--- src/rtl/opb_reg_pkg.sv ---
// rtl/opb_reg_pkg.sv - shared types and constants for the OPB software registers
package opb_reg_pkg;

    typedef enum logic [1:0] {
        IDLE = 2'd0,
        ACK  = 2'd1,
        WAIT = 2'd2
    } state_t;

    localparam logic [31:0] DATA_OFF     = 32'h0000_0000;
    localparam logic [31:0] STAT_OFF     = 32'h0000_0004;
    localparam int          STAT_NEW_BIT = 31;
    localparam int          OVR_W        = 16;

    function automatic logic [31:0] status_word(input logic new_flag,
                                                input logic [OVR_W-1:0] ovr_cnt);
        logic [31:0] w;
        w                = '0;
        w[STAT_NEW_BIT]  = new_flag;
        w[OVR_W-1:0]     = ovr_cnt;
        return w;
    endfunction

endpackage

--- src/rtl/opb_slave_ack_fsm.sv ---
// rtl/opb_slave_ack_fsm.sv - OPB window decode and single-ack handshake FSM
module opb_slave_ack_fsm
    import opb_reg_pkg::*;
#(
    parameter int                      C_OPB_AWIDTH = 32,
    parameter logic [C_OPB_AWIDTH-1:0] C_BASEADDR   = 32'h0100_C300,
    parameter logic [C_OPB_AWIDTH-1:0] C_HIGHADDR   = 32'h0100_C3FF
) (
    input  logic                    i_clk,
    input  logic                    i_rst,
    input  logic [0:C_OPB_AWIDTH-1] i_abus,
    input  logic                    i_select,
    input  logic                    i_rnw,
    output logic                    o_rd_stb,
    output logic                    o_wr_stb,
    output logic [C_OPB_AWIDTH-1:0] o_offset,
    output logic                    o_xfer_ack
);

    state_t r_state;
    logic   r_xfer_ack;
    logic   w_hit;
    logic   w_take;

    assign w_hit    = i_select && (i_abus >= C_BASEADDR) && (i_abus <= C_HIGHADDR);
    assign w_take   = (r_state == IDLE) && w_hit;
    assign o_offset = i_abus - C_BASEADDR;

    // Strobes mark the sampling cycle; the ack and any side effects follow one cycle later.
    assign o_rd_stb   = w_take && i_rnw;
    assign o_wr_stb   = w_take && !i_rnw;
    assign o_xfer_ack = r_xfer_ack;

    always_ff @(posedge i_clk or posedge i_rst) begin
        if (i_rst) begin
            r_state    <= IDLE;
            r_xfer_ack <= 1'b0;
        end else begin
            case (r_state)
                IDLE: begin
                    r_xfer_ack <= w_hit;
                    if (w_hit) r_state <= ACK;
                end
                ACK: begin
                    r_xfer_ack <= 1'b0;
                    r_state    <= WAIT;
                end
                WAIT: begin
                    r_xfer_ack <= 1'b0;
                    if (!i_select) r_state <= IDLE;
                end
                default: begin
                    r_xfer_ack <= 1'b0;
                    r_state    <= IDLE;
                end
            endcase
        end
    end

endmodule

--- src/rtl/opb_register_simulink2ppc.sv ---
// rtl/opb_register_simulink2ppc.sv - fabric-to-PPC read register with new flag and overrun count
module opb_register_simulink2ppc
    import opb_reg_pkg::*;
#(
    parameter int                      C_OPB_AWIDTH = 32,
    parameter int                      C_OPB_DWIDTH = 32,
    parameter logic [C_OPB_AWIDTH-1:0] C_BASEADDR   = 32'h0100_C300,
    parameter logic [C_OPB_AWIDTH-1:0] C_HIGHADDR   = 32'h0100_C3FF,
    parameter logic [63:0]             C_FAMILY     = "virtex6"
) (
    input  logic                    OPB_Clk,
    input  logic                    OPB_Rst,
    input  logic [0:C_OPB_AWIDTH-1] OPB_ABus,
    input  logic [0:3]              OPB_BE,
    input  logic [0:C_OPB_DWIDTH-1] OPB_DBus,
    input  logic                    OPB_RNW,
    input  logic                    OPB_select,
    input  logic                    OPB_seqAddr,
    output logic [0:C_OPB_DWIDTH-1] Sl_DBus,
    output logic                    Sl_xferAck,
    output logic                    Sl_errAck,
    output logic                    Sl_retry,
    output logic                    Sl_toutSup,
    input  logic [31:0]             user_data_in,
    input  logic                    user_valid
);

    logic                    w_rd_stb;
    logic                    w_wr_stb;
    logic [C_OPB_AWIDTH-1:0] w_offset;
    logic                    w_xfer_ack;
    logic [31:0]             w_status;
    logic [31:0]             w_rd_mux;
    logic                    w_unused;

    logic [31:0]             r_data_reg;
    logic                    r_new_flag;
    logic [OVR_W-1:0]        r_ovr_cnt;
    logic [31:0]             r_rd_word;
    logic                    r_clr_new;
    logic                    r_clr_ovr;

    opb_slave_ack_fsm #(
        .C_OPB_AWIDTH (C_OPB_AWIDTH),
        .C_BASEADDR   (C_BASEADDR),
        .C_HIGHADDR   (C_HIGHADDR)
    ) u_ack_fsm (
        .i_clk      (OPB_Clk),
        .i_rst      (OPB_Rst),
        .i_abus     (OPB_ABus),
        .i_select   (OPB_select),
        .i_rnw      (OPB_RNW),
        .o_rd_stb   (w_rd_stb),
        .o_wr_stb   (w_wr_stb),
        .o_offset   (w_offset),
        .o_xfer_ack (w_xfer_ack)
    );

    assign w_unused = ^{OPB_seqAddr, OPB_DBus, C_FAMILY};
    assign w_status = status_word(r_new_flag, r_ovr_cnt);

    always_comb begin
        w_rd_mux = '0;
        if (w_offset == DATA_OFF)      w_rd_mux = r_data_reg;
        else if (w_offset == STAT_OFF) w_rd_mux = w_status;
    end

    // Read word and side-effect requests are registered at the sampling edge so they line up with the ack cycle.
    always_ff @(posedge OPB_Clk or posedge OPB_Rst) begin
        if (OPB_Rst) begin
            r_rd_word <= '0;
            r_clr_new <= 1'b0;
            r_clr_ovr <= 1'b0;
        end else begin
            r_rd_word <= w_rd_stb ? w_rd_mux : '0;
            r_clr_new <= w_rd_stb && (w_offset == DATA_OFF);
            r_clr_ovr <= w_wr_stb && (w_offset == STAT_OFF) && (|OPB_BE);
        end
    end

    // A capture always wins over a same-cycle flag clear; overruns are not counted when software is clearing.
    always_ff @(posedge OPB_Clk or posedge OPB_Rst) begin
        if (OPB_Rst) begin
            r_data_reg <= '0;
            r_new_flag <= 1'b0;
            r_ovr_cnt  <= '0;
        end else begin
            if (user_valid) begin
                r_data_reg <= user_data_in;
                r_new_flag <= 1'b1;
            end else if (r_clr_new) begin
                r_new_flag <= 1'b0;
            end

            if (r_clr_ovr) begin
                r_ovr_cnt <= '0;
            end else if (user_valid && r_new_flag && !r_clr_new && (r_ovr_cnt != '1)) begin
                r_ovr_cnt <= r_ovr_cnt + 1'b1;
            end
        end
    end

    assign Sl_DBus    = r_rd_word;
    assign Sl_xferAck = w_xfer_ack;
    assign Sl_errAck  = 1'b0;
    assign Sl_retry   = 1'b0;
    assign Sl_toutSup = 1'b0;

endmodule

--- config.mk ---
export PLATFORM = sky130hd
export DESIGN_NAME = opb_register_simulink2ppc
export DESIGN_NICKNAME = d
export VERILOG_FILES = /design/src/rtl/opb_reg_pkg.sv /design/src/rtl/opb_slave_ack_fsm.sv /design/src/rtl/opb_register_simulink2ppc.sv
export SDC_FILE = /design/constraint.sdc
export NUM_CORES = 1
export LEC_CHECK = 0
export BUFFER_PORTS_ARGS = -buffer_cell sky130_fd_sc_hd__buf_4
export CAP_MARGIN = 40
export CORE_MARGIN = 1
export CORE_UTILIZATION = 45
export CTS_BUF_LIST = sky130_fd_sc_hd__clkbuf_4
export CTS_CLUSTER_DIAMETER = 150
export DETAILED_ROUTE_END_ITERATION = 12
export HOLD_SLACK_MARGIN = 0.15
export PLACE_DENSITY_LB_ADDON = 0.25
export SETUP_SLACK_MARGIN = 0.1
export SLEW_MARGIN = 25
export SYNTH_ARGS = -nofsm -noshare
export SYNTH_HDL_FRONTEND = slang
export SYNTH_SLANG_ARGS = --single-unit
--- constraint.sdc ---
create_clock -name OPB_Clk -period 4.8 [get_ports OPB_Clk]
set_input_delay 0.72 -clock OPB_Clk [delete_from_list [all_inputs] [get_ports OPB_Clk]]
set_output_delay 0.72 -clock OPB_Clk [all_outputs]
set_load 0.02 [all_outputs]
### Word-level counts from Yosys, hierarchy flattened

Cells that the tools add are included.

* register bits: 86
* output and inout bits: 36

* $add $sub $neg: 2
* $lt $le $gt $ge: 2
* equal/unequal tests: 6
* multiplexer cells: 11
* reduce and logical (&&, ||, !) cells: 19

Operators by type and width (count)
* $mux 32: 3
* $eq 32x3->1 const B: 1
* $ge 32x25->1 const B: 1
* $le 32x25->1 const B: 1
* $logic_not 32->1: 1
* $mux 16: 2
* $sub 32x25->32 const B: 1
* $add 16x1->16 const B: 1
* $ne 16x16->1 const B: 1
* $logic_and 1x1->1: 11
* $pmux 2 s3: 1
* $mux 2: 2
* $reduce_bool 2->1: 2
* $reduce_or 4->1: 1
* $mux 1: 3
* $eq 2x1->1 const B: 1
* $eq 2x2->1 const B: 1
* $logic_not 1->1: 2
* $logic_not 2->1: 1
* $ne 2x1->1 const B: 1
* $ne 2x2->1 const B: 1
* $reduce_and 2->1: 1

### Logic depth before layout (Yosys ltp)

Gate-level depths: netlist of run 1.

* depth in word-level cells: 7
* depth in mapped cells: 7
* gate-level depth less buffers: 6

### Modules after synthesis

A second synthesis of run 1 with hierarchy kept.

* cells, all modules: 373
* area, all modules: 4192.8 um^2

By module, submodules not included
* opb_register_simulink2ppc: times used 1, cells each 278, area an instance 3444.6 um^2, sequential area each 2077.0 um^2
* opb_slave_ack_fsm: times used 1, cells each 95, area an instance 748.2 um^2, sequential area each 75.1 um^2

### Least setup slack after synthesis of run 1

Ideal clock, no wire load.

* path type: input -> register
* from: input port OPB_ABus[21] in the netlist's numbering
* to: register r_rd_word[15] (netlist: Sl_DBus[16])
* arrival: 2599 ps
* data required time: 4722 ps
* setup slack: 2123 ps
* cell stages on the path: 7
* buffers on the path: 1
* cell sequence: nor4_4 -> or3b_4 -> nor4_4 -> o2111ai_2 -> buf_6 -> or3b_1 -> a21oi_1

* cells in the longest elaborated chain, start to end: 6
* elaborated cells between the ends (all ways): 12
* those cells by class: add/sub: 1; order compare: 2; eq/ne: 1; mux: 3; reduce/logical: 5

RTL lines
* start, declared: line opb_register_simulink2ppc.sv:13 `input logic [0:C_OPB_AWIDTH-1] OPB_ABus,`
* parallel branches: the longest is 5 deep, another holds $sub 32x25->32
* $mux 32 *: line opb_register_simulink2ppc.sv:75 `r_rd_word <= w_rd_stb ? w_rd_mux : '0;`
* end signal, assigned: line opb_register_simulink2ppc.sv:75
* end, declared: line opb_register_simulink2ppc.sv:39 `logic [31:0] r_rd_word;`

Mark *: on every way between the ends.
A chain may end at the register's enable or synchronous reset.

### Worst setup path in the final report of run 1

* from: input port OPB_ABus[21] in the netlist's numbering
* to: register r_rd_word[0] (netlist: Sl_DBus[31])

Same word-level chain as after synthesis.

==> reports/results.txt, run 1 <==
depth of the CTS H-tree -> 3
post-CTS setup repair buffer count -> 0
class of the tightest hold or removal check -> input port to asynchronous set/reset pin
worst slew margin relative to its limit -> 0.479
fraction of synthesized cell area in xor and xnor cells -> 0.0310
Post-Synthesis Cells -> 310
insertion delay to the later sink of the worst-skew pair -> 0.43 ns
Final #Nets -> 522
achievable frequency -> 0.346 GHz
share of synthesized area spent on multiplexers -> 0.101
clock-pin slew of the registers on the worst-case setup and hold paths -> 0.14 ns
initial standard-cell utilization of the core -> 0.471
count of endpoints failing hold in the final timing report -> 0
post-synthesis sequential area ratio -> 0.585
status -> finished, final reports clean
top layer reached by signal wires -> met4
skew final -> 0.0147 ns
area share of fa/ha/maj cells after synthesis -> 0.00340
count of routing violations after the opening detailed-route iteration -> 141
Overflow after GRT -> 0
total via count after detailed routing -> 2704
design area -> 0.00471 mm2
largest family of logic cells by synthesized area -> simple AND/OR/NAND/NOR gates
sequential share of power -> 0.564
number of setup violations in the final report -> 0
residual antenna-violating net count after detailed routing -> 0
# DRC -> 0
CTS tree -> yes
area of the core -> 0.00781 mm2
HPWL after detailed placement -> 5.35 mm
part of the total power dissipated in combinational logic -> 0.122
Via-to-Cell Ratio -> 5.19
reported leakage power -> 0.00218 uW
final standard cell utilization of the core -> 0.603
floorplan die width -> 92.4 um
PortBufs -> 105
top library cells by usage in the layout, fill and taps aside -> 107 x buf_4, 86 x dfrtp_1, 32 x mux2_2
summed negative setup slack over all endpoints -> 0 ns
Post-Synthesis Cell Area -> 0.00368 mm2
number of fill cells -> 647
Synthesis Warnings -> 0
clk sinks -> 86
met3 wire len -> 433 um
Die Footprint -> 0.00853 mm2
hold-fix buffer count after cts -> 0
clock tree root buffer cell -> clkbuf_4
wire length on met2 -> 3.65 mm
Least-Margin Pin Slew -> 0.771 ns
post-synthesis simple-gate area fraction -> 0.183
drt first pass iters -> 5
fraction of layout instances using a drive strength above 1 -> 0.387
Max Cap Violations -> 0
total number of placement rows -> 32
y dimension of the die -> 92.4 um
Crit Path Max Fanout -> 14
DRT met1 WL -> 3.28 mm
most common cell after layout, fill and taps aside -> buf_4
maximum count of clock buffers along a single path -> 2
arrival time of the worst setup path -> 3.27 ns
clock group share of total power -> 0.313
Critical Path Start Type -> input port
I/O pins -> 142
type of destination of the critical path -> register
number of antenna violations at the first check in global routing -> 0
Synth Register Bits -> 86
total global routing track utilization -> 0.189
Final Cycle Share -> 0.603
routed wire length -> 7.50 mm
post-place instance area -> 0.00455 mm2
start point of the critical path -> OPB_ABus[21]
last weighted congestion value of the routability-driven placer -> 0.814
number of antenna cells inserted -> 0
Final Power -> 1460 uW
worst path required time -> 5.18 ns
most used flip-flop cell after synthesis -> dfrtp_1
layout-stage area growth over the synthesis result -> 28.1%
worst vdd ir -> 0.151 mV
final routed wire length divided by cell count -> 14.4 um
R2R Path Start -> u_ack_fsm.r_state[0]$_DFFE_PP0P_
number of global-route vias before repair -> 2573
number of flops mapped to enable cells by yosys -> 0
Net Sw Frac -> 0.257
Max Transition Viols Final -> 0
share of synthesized flip-flops with an asynchronous set or reset -> 1.00
shortest period the worst path allows -> 2.89 ns
clock buffer count from CTS -> 9
net switching power -> 377 uW
fraction of the mapped netlist area in compound gates -> 0.0664
first-pass GRT wire length -> 12.2 mm
PostCTS Resize Cnt -> 0
critical path start-end classification -> input port to register
PD cells -> 311 mW/mm2
synth unique cells -> 45
mean post-synth cell area -> 11.9 um2
pin count of the biggest net entering global routing -> 67
internal power -> 1090 uW
unrepaired setup endpoints after global routing -> no
-- cell type report --
type | instances | area, um2 | share of cell area
repair buffers | 107 | 803 | 0.171
well taps | 102 | 128 | 0.0271
flip-flops and latches | 86 | 2150 | 0.457
clock inverters | 6 | 93.8 | 0.0199
inverters | 8 | 35.0 | 0.00744
clock buffers | 9 | 67.6 | 0.0144
multi-input cells | 203 | 1430 | 0.303
-- metrics by stage --
step	setup WS, ns	hold slack, ns	cells
final	1.91	0.325	521
after global routing	1.73	0.338	521
after CTS	1.89	0.326	521
after detailed placement	1.41	0.461	506
after global placement	1.43	0.458	506
after floorplan	1.86	0.449	312
-- per-layer routing --
layer,track usage,up-vias
met5,0,-
met4,0.0807,0
met1,0.248,1304
met2,0.300,94
met3,0.0435,12
li1,-,1294
-- critical path, cell delays in order --
cell and delay (ns):
buf_4 0.12, nor4_4 0.43, or3b_4 0.47, a2111oi_2 0.51
nand2_1 0.45, nor2_1 0.39, a22o_1 0.18
-- synth_stat cells (all sizes together) (4+ instances only) --
| master | n | area, um2 |
|---|---|---|
| buf | 7 | 47.5 |
| nor2 | 20 | 75.1 |
| nand2 | 28 | 105 |
| nor4 | 6 | 67.6 |
| xor2 | 10 | 87.6 |
| nand3 | 10 | 50.1 |
| a21oi | 19 | 95.1 |
| nor3 | 8 | 40.0 |
| clkbuf | 8 | 30.0 |
| or3b | 13 | 116 |
| inv | 8 | 30.0 |
| and2 | 17 | 106 |
| a22o | 4 | 35.0 |
| dfrtp | 86 | 2150 |
| mux2 | 32 | 360 |
-- power by group through the flow --
stage | combinational, uW | sequential [uW] | clock, uW
after global placement | 175 | 837 | 0
after CTS | 182 | 826 | 471
after floorplan | 114 | 825 | 0
after global routing | 203 | 835 | 497
after detailed placement | 181 | 840 | 0
final | 179 | 826 | 459
-- path summary, 6_finish.rpt --
check / endpoint / slack (ns) / cells after the start
worst min-delay path: Sl_DBus[11]$_DFF_PP0_ / 0.32 / 2
min in group OPB_Clk: r_clr_ovr$_DFF_PP0_ / 0.47 / 2
worst min register to register: Sl_DBus[2]$_DFF_PP0_ / 0.49 / 1
worst max register to register: Sl_DBus[31]$_DFF_PP0_ / 2.39 / 6
max in group asynchronous: r_data_reg[12]$_DFFE_PP0P_ / 3.76 / 3
worst max-delay path: Sl_DBus[31]$_DFF_PP0_ / 1.91 / 7
-- cell families (layout without fill, tap and decap cells) --
family / after synthesis / count (layout)
other cells: 1 / 3
compound gates: 36 / 36
xor+xnor: 13 / 13
buf+inv: 23 / 130
simple gates: 117 / 117
fa+ha+maj: 1 / 1
mux: 33 / 33
flops: 86 / 86
Power figures use the tool's default switching activity.
==> run 2, diff against run 1 <==
clock period = 2.3 ns   (was 4.8 ns; I/O delays follow)
==> run 2 against run 1 <==
  * Cell area grew 8.3%
  * Routed wire length up 0.32%
  * Count of clock-buffer cells in the layout stayed put
  * Total power up 110%
  * Register-to-register slack lost 2.1 ns
  * Clock skew rose by 0.0018 ns
  * Sequential share of layout area is 3.5 points lower
  * Core utilization increased by 5.0 points
  * Critical endpoint is now Sl_DBus[0]$_DFF_PP0_
  * Largest cell class unchanged
  * Largest power group unchanged
==> reports/results.txt, run 2 (synthesized netlist as in run 1, its figures left out) <==
total number of placement rows -> 32 (unchanged)
arrival time of the worst setup path -> 2.33 ns (-0.94 ns)
shortest period the worst path allows -> 1.97 ns
total via count after detailed routing -> 2799 (+3.5%)
number of global-route vias before repair -> 2805 (+9.0%)
# DRC -> 0 (unchanged)
count of endpoints failing hold in the final timing report -> 0 (unchanged)
depth of the CTS H-tree -> 3 (unchanged)
Final Cycle Share -> 0.855
clock buffer count from CTS -> 9 (unchanged)
number of setup violations in the final report -> 0 (unchanged)
skew final -> 0.0165 ns (+0.00185 ns)
count of routing violations after the opening detailed-route iteration -> 99 (-30%)
critical path start-end classification -> register to register
pin count of the biggest net entering global routing -> 40 (-40%)
Max Cap Violations -> 0 (unchanged)
number of antenna cells inserted -> 0 (unchanged)
number of fill cells -> 630 (-2.6%)
worst path required time -> 2.66 ns (-2.52 ns)
first-pass GRT wire length -> 12.5 mm (+3.0%)
summed negative setup slack over all endpoints -> 0 ns (unchanged)
Final #Nets -> 563 (+7.9%)
worst-case setup slack after placement -> -0.0591 ns (-1.47 ns)
sequence of cells on the critical path -> nor4bb_1 -> nand3_1 -> a2111oi_2 -> nand2_1 -> nor2_1 -> a22o_1
HPWL after detailed placement -> 5.31 mm (-0.74%)
layout-stage area growth over the synthesis result -> 38.8%
worst vdd ir -> 0.465 mV (+210%)
type of destination of the critical path -> register
PD cells -> 596 mW/mm2 (+92%)
last weighted congestion value of the routability-driven placer -> 0.791 (-2.8%)
status -> finished, final reports clean
Least-Margin Pin Slew -> 0.737 ns (-0.0338 ns)
top library cells by usage in the layout, fill and taps aside -> 113 x buf_4, 86 x dfrtp_1, 34 x dlygate4sd3_1
CTS tree -> yes
floorplan die width -> 92.4 um (unchanged)
drt first pass iters -> 4 (-1)
PortBufs -> 105 (unchanged)
Overflow after GRT -> 0 (unchanged)
Max Transition Viols Final -> 0 (unchanged)
slowest stage cell, crit path -> dfrtp_1
maximum count of clock buffers along a single path -> 2 (unchanged)
most common cell after layout, fill and taps aside -> buf_4
I/O pins -> 142 (unchanged)
clock-pin slew of the registers on the worst-case setup and hold paths -> 0.15 ns (about the same)
total global routing track utilization -> 0.188 (-0.000505)
area of the core -> 0.00781 mm2 (unchanged)
initial standard-cell utilization of the core -> 0.471 (unchanged)
unrepaired setup endpoints after global routing -> no
y dimension of the die -> 92.4 um (unchanged)
crit-path max cell delay -> 0.42 ns (-0.09 ns)
reported leakage power -> 0.00234 uW (+7.7%)
achievable frequency -> 0.509 GHz
residual antenna-violating net count after detailed routing -> 0 (unchanged)
Critical Path Start Type -> register
worst slew margin relative to its limit -> 0.502 (+0.0228)
clock tree root buffer cell -> clkbuf_4
clk sinks -> 86 (unchanged)
Via-to-Cell Ratio -> 4.97 (-4.2%)
number of antenna violations at the first check in global routing -> 0 (unchanged)
Die Footprint -> 0.00853 mm2 (unchanged)
setup slack after layout -> 0.334 ns (-1.57 ns)
class of the tightest hold or removal check -> input port to register
final routed wire length divided by cell count -> 13.4 um (-7.2%)
routed wire length -> 7.52 mm (+0.32%)
fraction of layout instances using a drive strength above 1 -> 0.369 (-0.0179)
insertion delay to the later sink of the worst-skew pair -> 0.43 ns (about the same)
Crit Path Max Fanout -> 4 (-10)
-- run 2: worst paths after layout --
check	start	end	slack [ns]	cells after the start
min in group asynchronous	OPB_Rst	Sl_DBus[4]$_DFF_PP0_	0.54	3
worst min register to register	r_data_reg[30]$_DFFE_PP0P_	Sl_DBus[1]$_DFF_PP0_	0.49	1
worst max register to register	u_ack_fsm.r_state[0]$_DFFE_PP0P_	Sl_DBus[0]$_DFF_PP0_	0.33	6
worst max-delay path	u_ack_fsm.r_state[0]$_DFFE_PP0P_	Sl_DBus[0]$_DFF_PP0_	0.33	6
worst min-delay path	OPB_select	u_ack_fsm.r_state[1]$_DFFE_PP0P_	0.17	3
max in group asynchronous	OPB_Rst	r_data_reg[20]$_DFFE_PP0P_	1.10	4
-- run 2: per-stage QoR --
step / cells / hold WS, ns / instance area (um2) / utilization / total power, uW
after global placement: 513 / 0.458 / 4610 / 0.591 / 2110
after CTS: 563 / 0.150 / 5100 / 0.653 / 3080
after floorplan: 312 / 0.416 / 3690 / - / 1960
after global routing: 563 / 0.152 / 5100 / 0.653 / 3200
final: 563 / 0.170 / 5100 / 0.653 / 3040
after detailed placement: 513 / 0.462 / 4610 / 0.591 / 2140
-- run 2: worst max-delay path, delay by kind of cell (launching register included) --
kind	cells	cell delay, ns
compound gates	2	0.59
flops	1	0.42
simple gates	4	0.89
-- run 2: repair_timing --
item                                   4_1_cts  5_1_grt
buffers inserted                             0        0
hold buffers                                34        0
gates resized for setup                      0        0
endpoints found under the hold margin       60        0
-- run 2: area by class of cell --
cell class              count  area [um2]  area share
repair buffers            148        1210       0.237
well taps                 102         128      0.0250
inverters                   8        33.8     0.00662
flip-flops and latches     86        2150       0.422
multi-input cells         203        1430       0.280
clock buffers               9        67.6      0.0132
clock inverters             7        82.6      0.0162
-- run 2: routing by layer --
metal  global-route usage  share of wire
met1                0.220           0.42
met2                0.326           0.51
met3               0.0583          0.055
met4               0.0664          0.014
met5                    0              0
-- run 2: report_power, final --
group | total [uW] | internal (uW) | switching, uW
combinational | 434 | 247 | 187
sequential | 1720 | 1620 | 99.9
clock | 885 | 346 | 539
total | 3040 | 2220 | 825
